--- src/rtl/serial_adder_if.sv ---
// Handshake bundle for serial_adder: operand channel in, result channel out.
interface serial_adder_if #(
  parameter int unsigned WIDTH = 8
);
  logic             in_valid;
  logic             in_ready;
  logic [WIDTH-1:0] augend;
  logic [WIDTH-1:0] addend;
  logic             carry_in;
  logic             out_valid;
  logic             out_ready;
  logic [WIDTH-1:0] sum;
  logic             carry_out;
  logic             busy;

  // Producer/consumer side (drives operands, accepts results)
  modport master (
    output in_valid, augend, addend, carry_in, out_ready,
    input  in_ready, out_valid, sum, carry_out, busy
  );

  // Adder side
  modport slave (
    input  in_valid, augend, addend, carry_in, out_ready,
    output in_ready, out_valid, sum, carry_out, busy
  );
endinterface

--- src/rtl/serial_adder.sv ---
// Bit-serial ripple adder: one full-adder cell plus a carry flop, LSB first,
// one bit per clock, with valid/ready handshakes on operands and result.
module serial_adder #(
  parameter int unsigned WIDTH = 8
) (
  input logic           clk,
  input logic           rst,
  serial_adder_if.slave bus
);
  localparam int unsigned     CW   = $clog2(WIDTH + 1);
  localparam logic [CW-1:0]   LAST = CW'(WIDTH - 1);

  typedef enum logic [1:0] {IDLE, RUN, DONE} state_t;

  state_t           r_state;
  logic [WIDTH-1:0] r_a;
  logic [WIDTH-1:0] r_b;
  logic [WIDTH-1:0] r_sum;
  logic [CW-1:0]    r_cnt;
  logic             r_c;
  logic             r_cout;
  logic             r_out_valid;
  logic             r_busy;
  logic             r_idle;

  logic             w_s;
  logic             w_c;
  logic [WIDTH-1:0] w_sum_shift;

  // Full-adder cell on the current LSBs and the next sum-register value
  // (shift right, new bit at MSB; written this way so WIDTH=1 needs no slice).
  always_comb begin
    w_s                    = r_a[0] ^ r_b[0] ^ r_c;
    w_c                    = (r_a[0] & r_b[0]) | (r_a[0] & r_c) | (r_b[0] & r_c);
    w_sum_shift            = r_sum >> 1;
    w_sum_shift[WIDTH-1]   = w_s;
  end

  // Control FSM and datapath; all outputs registered.
  always_ff @(posedge clk) begin
    if (rst) begin
      r_state     <= IDLE;
      r_a         <= '0;
      r_b         <= '0;
      r_sum       <= '0;
      r_cnt       <= '0;
      r_c         <= 1'b0;
      r_cout      <= 1'b0;
      r_out_valid <= 1'b0;
      r_busy      <= 1'b0;
      r_idle      <= 1'b1;
    end else begin
      case (r_state)
        IDLE: begin
          if (bus.in_valid) begin
            r_a     <= bus.augend;
            r_b     <= bus.addend;
            r_c     <= bus.carry_in;
            r_sum   <= '0;
            r_cnt   <= '0;
            r_state <= RUN;
            r_busy  <= 1'b1;
            r_idle  <= 1'b0;
          end
        end
        RUN: begin
          r_c   <= w_c;
          r_a   <= r_a >> 1;
          r_b   <= r_b >> 1;
          r_sum <= w_sum_shift;
          r_cnt <= r_cnt + CW'(1);
          if (r_cnt == LAST) begin
            r_cout      <= w_c;
            r_out_valid <= 1'b1;
            r_state     <= DONE;
          end
        end
        DONE: begin
          if (bus.out_ready) begin
            r_out_valid <= 1'b0;
            r_busy      <= 1'b0;
            r_idle      <= 1'b1;
            r_state     <= IDLE;
          end
        end
        default: begin
          r_out_valid <= 1'b0;
          r_busy      <= 1'b0;
          r_idle      <= 1'b1;
          r_state     <= IDLE;
        end
      endcase
    end
  end

  // in_ready is masked by rst directly so it drops in the reset cycle itself.
  assign bus.in_ready  = r_idle & ~rst;
  assign bus.out_valid = r_out_valid;
  assign bus.sum       = r_sum;
  assign bus.carry_out = r_cout;
  assign bus.busy      = r_busy;
endmodule
--- src/flat_wrapper.sv ---
// flat-port wrapper written by rule: the top's interface ports become plain ports
module serial_adder_flat 
#(
  parameter int unsigned WIDTH = 8
)
  (clk, rst, bus_in_valid, bus_augend, bus_addend, bus_carry_in, bus_out_ready, bus_in_ready, bus_out_valid, bus_sum, bus_carry_out, bus_busy);
  serial_adder_if #(.WIDTH(WIDTH)) bus_i ();
  input logic clk;
  input logic rst;
  input wire logic [$bits(bus_i.in_valid)-1:0] bus_in_valid;
  input wire logic [$bits(bus_i.augend)-1:0] bus_augend;
  input wire logic [$bits(bus_i.addend)-1:0] bus_addend;
  input wire logic [$bits(bus_i.carry_in)-1:0] bus_carry_in;
  input wire logic [$bits(bus_i.out_ready)-1:0] bus_out_ready;
  output wire logic [$bits(bus_i.in_ready)-1:0] bus_in_ready;
  output wire logic [$bits(bus_i.out_valid)-1:0] bus_out_valid;
  output wire logic [$bits(bus_i.sum)-1:0] bus_sum;
  output wire logic [$bits(bus_i.carry_out)-1:0] bus_carry_out;
  output wire logic [$bits(bus_i.busy)-1:0] bus_busy;
  assign bus_i.in_valid = bus_in_valid;
  assign bus_i.augend = bus_augend;
  assign bus_i.addend = bus_addend;
  assign bus_i.carry_in = bus_carry_in;
  assign bus_i.out_ready = bus_out_ready;
  assign bus_in_ready = bus_i.in_ready;
  assign bus_out_valid = bus_i.out_valid;
  assign bus_sum = bus_i.sum;
  assign bus_carry_out = bus_i.carry_out;
  assign bus_busy = bus_i.busy;
  serial_adder #(.WIDTH(WIDTH)) u_core (.clk(clk), .rst(rst), .bus(bus_i));
endmodule
--- config.mk ---
export PLATFORM = sky130hd
export DESIGN_NAME = serial_adder_flat
export DESIGN_NICKNAME = d
export VERILOG_FILES = /design/src/rtl/serial_adder_if.sv /design/src/rtl/serial_adder.sv /design/src/flat_wrapper.sv
export SDC_FILE = /design/constraint.sdc
export NUM_CORES = 1
export LEC_CHECK = 0
export ABC_AREA = 1
export BUFFER_PORTS_ARGS = -buffer_cell sky130_fd_sc_hd__buf_2
export CAP_MARGIN = 15
export CORE_AREA = 2 2 61 63
export DETAILED_ROUTE_END_ITERATION = 16
export DIE_AREA = 0 0 63 65
export PLACE_DENSITY = 0.72
export REMOVE_ABC_BUFFERS = 1
export SLEW_MARGIN = 40
export SYNTH_ARGS = -nofsm -noshare
export SYNTH_HDL_FRONTEND = slang
export SYNTH_SLANG_ARGS = --single-unit
--- constraint.sdc ---
create_clock -name clk -period 1.3 [get_ports clk]
set_clock_uncertainty 0.15 [all_clocks]
set_input_delay 0.26 -clock clk [delete_from_list [all_inputs] [get_ports clk]]
set_output_delay 0.26 -clock clk [all_outputs]
set_load 0.02 [all_outputs]
After elaboration in Yosys (flattened, before gate mapping)
Index checks and enable logic that the tools add are counted.
{"block": "word_totals", "ff_bits": 35}
{"block": "op_classes", "n_eq_ne": 6, "mux": 22, "n_bitwise": 11, "n_reduce_logical": 7, "n_addsub": 1}
{"operator": "8-bit one-hot mux with 2 select lines", "count": 3}
{"operator": "8-bit two-way mux", "count": 3}
{"operator": "1-bit one-hot mux with 3 select lines", "count": 3}
{"operator": "3-bit AND reduction", "count": 3}
{"operator": "4-bit one-hot mux with 2 select lines", "count": 1}
{"operator": "1-bit two-way mux", "count": 6}
{"operator": "2-bit two-way mux", "count": 3}
{"operator": "2-bit one-hot mux with 3 select lines", "count": 1}
{"operator": "4-bit by 1-bit adder with 4-bit output (second input constant)", "count": 1}
{"operator": "1-bit bitwise AND", "count": 4}
{"operator": "4-bit by 3-bit equality test with 1-bit output (second input constant)", "count": 1}
{"operator": "4-bit two-way mux", "count": 1}
{"operator": "2-bit inequality test (second input constant)", "count": 2}
{"operator": "2-bit AND reduction", "count": 2}
{"operator": "1-bit inverter", "count": 3}
{"operator": "2-bit by 1-bit equality test with 1-bit output (second input constant)", "count": 1}
{"operator": "2-bit equality test (second input constant)", "count": 1}
{"operator": "2-bit zero test", "count": 1}
{"operator": "2-bit by 1-bit inequality test with 1-bit output (second input constant)", "count": 1}
{"operator": "1-bit bitwise OR", "count": 2}
{"operator": "1-bit one-hot mux with 2 select lines", "count": 1}
{"operator": "2-bit nonzero test", "count": 1}
{"operator": "1-bit XOR", "count": 2}

Logic depth before layout (Yosys ltp)
{"block": "logic_depth", "ltp_word": 4, "ltp_mapped": 7, "mapped_depth_nobuf": 7}

Worst setup path before layout
Ideal clock, no wire load.
{"block": "synth_path", "kind": "reg-to-reg", "startpoint": "register u_core.r_c", "endpoint": "register u_core.r_sum[7] (netlist: u_core.bus.sum[7])", "arrival_time_ns": 1.190, "setup_time_ns": 0.070, "path_buffers": 0, "stages_incl_launch_ff": 5, "t_required_ns": 1.080, "synth_period_minus_slack_ns": 1.411, "setup_slack_ns": -0.111, "path_cell_list": "dfxtp_1 > inv_1 > fa_1 > or2_2 > a21oi_1"}
{"block": "synth_between", "elab_chain_len": 2}
{"element": "from (decl)", "line_no": "serial_adder.sv:20", "rtl": "logic r_c;"}
{"element": "from (signal assigned)", "line_no": "serial_adder.sv:58", "rtl": "r_c <= bus.carry_in;"}
{"element": "from (signal assigned)", "line_no": "serial_adder.sv:67", "rtl": "r_c <= w_c;"}
{"element": "1-bit XOR", "line_no": "serial_adder.sv:33", "rtl": "w_s = r_a[0] ^ r_b[0] ^ r_c;"}
{"element": "8-bit one-hot mux with 2 select lines", "line_no": "serial_adder.sv:53", "rtl": "case (r_state)"}
{"element": "to (signal assigned)", "line_no": "serial_adder.sv:70", "rtl": "r_sum <= w_sum_shift;"}
{"element": "to (decl)", "line_no": "serial_adder.sv:18", "rtl": "logic [WIDTH-1:0] r_sum;"}
Every way passes these cells.
A chain may end at the register's enable or synchronous reset.

Final worst setup path
{"block": "layout_path", "startpoint": "register u_core.r_a[0]", "endpoint": "register u_core.r_sum[7] (netlist: u_core.bus.sum[7])"}
{"block": "layout_between", "elab_chain_len": 3}
{"element": "from (decl)", "line_no": "serial_adder.sv:16", "rtl": "logic [WIDTH-1:0] r_a;"}
{"element": "from (signal assigned)", "line_no": "serial_adder.sv:56", "rtl": "r_a <= bus.augend;"}
{"element": "from (signal assigned)", "line_no": "serial_adder.sv:68", "rtl": "r_a <= r_a >> 1;"}
{"element": "1-bit XOR (2 in a row)", "line_no": "serial_adder.sv:33"}
{"element": "8-bit one-hot mux with 2 select lines", "line_no": "serial_adder.sv:53"}
Every way passes these cells.

==> summary.txt <==
Placement
  – Routability congestion estimate: roughly 0.74
  – Post-DP HPWL: 2611 um
  – Placed cell areas: between 0.0015 and 0.002 mm^2
  – # port buffers: 32
  – Pre-CTS setup slack: -0.1707 ns

Die
  – Io pins: 33
  – Core ar.: 0.003496 mm^2
  – Die width: 63 um
  – Initial Util: 0.4599
  – Die Span Y: about 65 um
  – # rows: 22
  – Die area: 0.004095 mm^2

Power
  – P per Cell Area: between 900 and 1000 mW/mm^2
  – Leak pwr: about 1.1 nW
  – Total power: 2.192 mW
  – Worst IR Drop VDD: 619.1 uV

Worst setup path
  – R2R depth: 4
  – Critical Path Source: u_core.r_a[0]$_SDFFE_PP0P_
  – Crit Path Category: register to register
  – R2R Setup Slk: -0.07 ns
  – Worst Setup EP: u_core.bus.sum[7]$_SDFFE_PP0P_
  – R2r startpoint: u_core.r_a[0]$_SDFFE_PP0P_
  – Crit Path Max Fanout: 2
  – Arr. time, crit path: 1.51 ns
  – Crit path capture type: register
  – Worst EP required: 1.44 ns
  – Worst r2r dst: u_core.bus.sum[7]$_SDFFE_PP0P_
  – Startpoint Class: register

Drt
  – Antenna Violating Nets Remaining: 0
  – Drt pass-1 iters: 4
  – Routed wire length: slightly below 4000 um
  – Vias/cell: a little under 5
  – DRC: 0
  – Vias: 1629
  – Routed len/inst: roughly 12 um
  – 1st-iter DRT viols: 34

Outcome
  – Status: finished with violations
  – Violated checks: negative setup slack

Final layout
  – Total Nets Final: 304
  – Fill cells: 298
  – Most frequent cells in the layout: nand2_1 (50), dfxtp_1 (25), nor2_1 (24), nand3_1 (23), buf_2 (23)
  – Layout cells sized above 1: 0.4078
  – Commonest non-fill, non-tap cell in the layout: nand2_1
  – Final instance area: roughly 0.0023 mm^2
  – Syn-to-layout area delta: 44.44%
  – Antenna diodes: 0

Clock network
  – CTS root buf: clkbuf_4
  – Clock latency at the later pin of the worst-skew pair: between 0.3 and 0.4 ns
  – Number of clock buffers inserted by TritonCTS: 5
  – Num Clock Sinks: 35
  – H-Tree Depth: 2
  – CTS tree: done
  – CTS max path bufs: 2
  – Hold Buf Count CTS: 0
  – CTS clk-pin slew, worst paths: 0.10 ns

Run
  – Max_cap viols: 0

STA
  – RSZ-0062 raised after global routing: true
  – Tightest Pin Transition: ~0.32 ns
  – Worst hold slack: around 0.011 ns
  – Slew HR: 0.7842
  – Period utilisation layout: 1.056
  – FMAX: roughly 730 MHz
  – Slew Limit Fails: 0
  – Fin crit period: 1.373 ns
  – Post-route setup slack: -0.07301 ns
  – Final Hold Fails: 0
  – Setup violators final: 9

Global routing
  – Initial antenna violation count: 0
  – Pin count of the biggest net entering global routing: 24
  – Vias in the first global route: ~1400
  – First-pass GRT wire length: about 6300 um
  – GRT Util Overall: 0.1959
  – Total gr overflow: 0

Synth
  – Synth warn: 0
  – Syn avg cell area: between 6 and 7 um^2
  – Synth cell types: 20
  – Sequential fraction of the synthesis area: 0.4358
  – Seq cells post-synth: 35
  – Post-Syn Area: around 0.0016 mm^2
  – Syn Inst Count: about 230

Worst hold path
  – Hold Crit Class: input port to register
  – Origin of the worst min-delay path: bus_addend[7]
-- layout make-up --
| class | instances | area [um^2] | area share |
|---|---|---|---|
| clock buffers | 7 | 45.04 | 0.01940 |
| multi-input cells | 158 | 947.2 | 0.4079 |
| well taps | 48 | 60.06 | 0.02586 |
| flip-flops and latches | 35 | 718.2 | 0.3093 |
| inverters | 27 | 103.9 | 0.04472 |
| repair buffers | 54 | 442.9 | 0.1907 |
| clock inverters | 1 | 5.005 | 0.002155 |
-- how the worst min path moves through the flow --
stage	to	slack [ns]	cells after the start
5_1_grt	u_core.r_b[7]$_SDFFE_PP0P_	0.01	3
3_3_place_gp	u_core.r_idle$_SDFFE_PP1P_	0.30	2
2_1_floorplan	u_core.bus.carry_out$_SDFFE_PP0P_	0.18	1
3_5_place_dp	u_core.bus.busy$_SDFFE_PP0P_	0.30	2
4_1_cts	u_core.r_b[7]$_SDFFE_PP0P_	0.01	3
6_report	u_core.r_b[7]$_SDFFE_PP0P_	0.01	3
-- per-layer routing --
| layer | routed length (um) | GRT usage |
|---|---|---|
| met2 | 1948 | 0.3418 |
| met5 | 0 | 0 |
| met1 | 1736 | 0.2337 |
| met4 | 34 | 0.07500 |
| met3 | 209 | 0.04514 |
-- state kept, by name, indices dropped and copies added (netlist names) --
name and flops:
u_core.r_a 8, u_core.bus.busy 1, u_core.bus.carry_out 1, u_core.r_b 8, u_core.bus.sum 8, u_core.r_state 2, u_core.r_cnt 4, u_core.r_idle 1
u_core.bus.out_valid 1, u_core.r_c 1
-- stage by stage --
| stage | utilization | setup TNS (ns) | cells |
|---|---|---|---|
| after floorplan | - | -6.640 | 220 |
| after global placement | 0.5587 | -0.1212 | 319 |
| after detailed placement | 0.5587 | -0.2002 | 319 |
| after CTS | 0.5827 | -0.1451 | 328 |
| after global routing | 0.6643 | -1.149 | 330 |
| final | 0.6643 | -0.2507 | 330 |
-- cells in the mapped netlist (all sizes together) --
| library cell | n | area share |
|---|---|---|
| a21oi | 18 | 0.056 |
| inv | 27 | 0.063 |
| o21ai | 4 | 0.012 |
| fa | 1 | 0.012 |
| ha | 1 | 0.0078 |
| or2 | 1 | 0.0039 |
| buf | 10 | 0.043 |
| nor2 | 30 | 0.076 |
| nand3b | 1 | 0.0047 |
| nand2 | 57 | 0.14 |
| clkbuf | 3 | 0.0070 |
| dfxtp | 35 | 0.44 |
| nand3 | 45 | 0.14 |
-- power breakdown --
part           total (mW)  internal, mW  switching, mW
sequential           1.15          1.12         0.0270
clock               0.571         0.211          0.361
combinational       0.474         0.217          0.257
-- critical path, stage by stage (launching register included) --
cell and delay, ns:
dfxtp_2 0.35, inv_2 0.04, fa_2 0.45, or2_4 0.24, a21oi_2 0.10
-- cells by family after synthesis --
kind of cell,share of synthesized area
AO/OA/AOI/OAI,0.06849
adder cells (fa/ha/maj),0.02023
buffers and inverters,0.1128
flip-flops,0.4358
AND/OR/NAND/NOR,0.3627
-- timing repair --
item,4_1_cts,5_1_grt
cloned,0,1
buffers inserted,1,1
endpoints found under the setup margin,8,37
hold endpoints to repair,0,0
gates resized for setup,15,62
pin swaps,2,21
No activity file was read; power rests on OpenSTA's default activity.
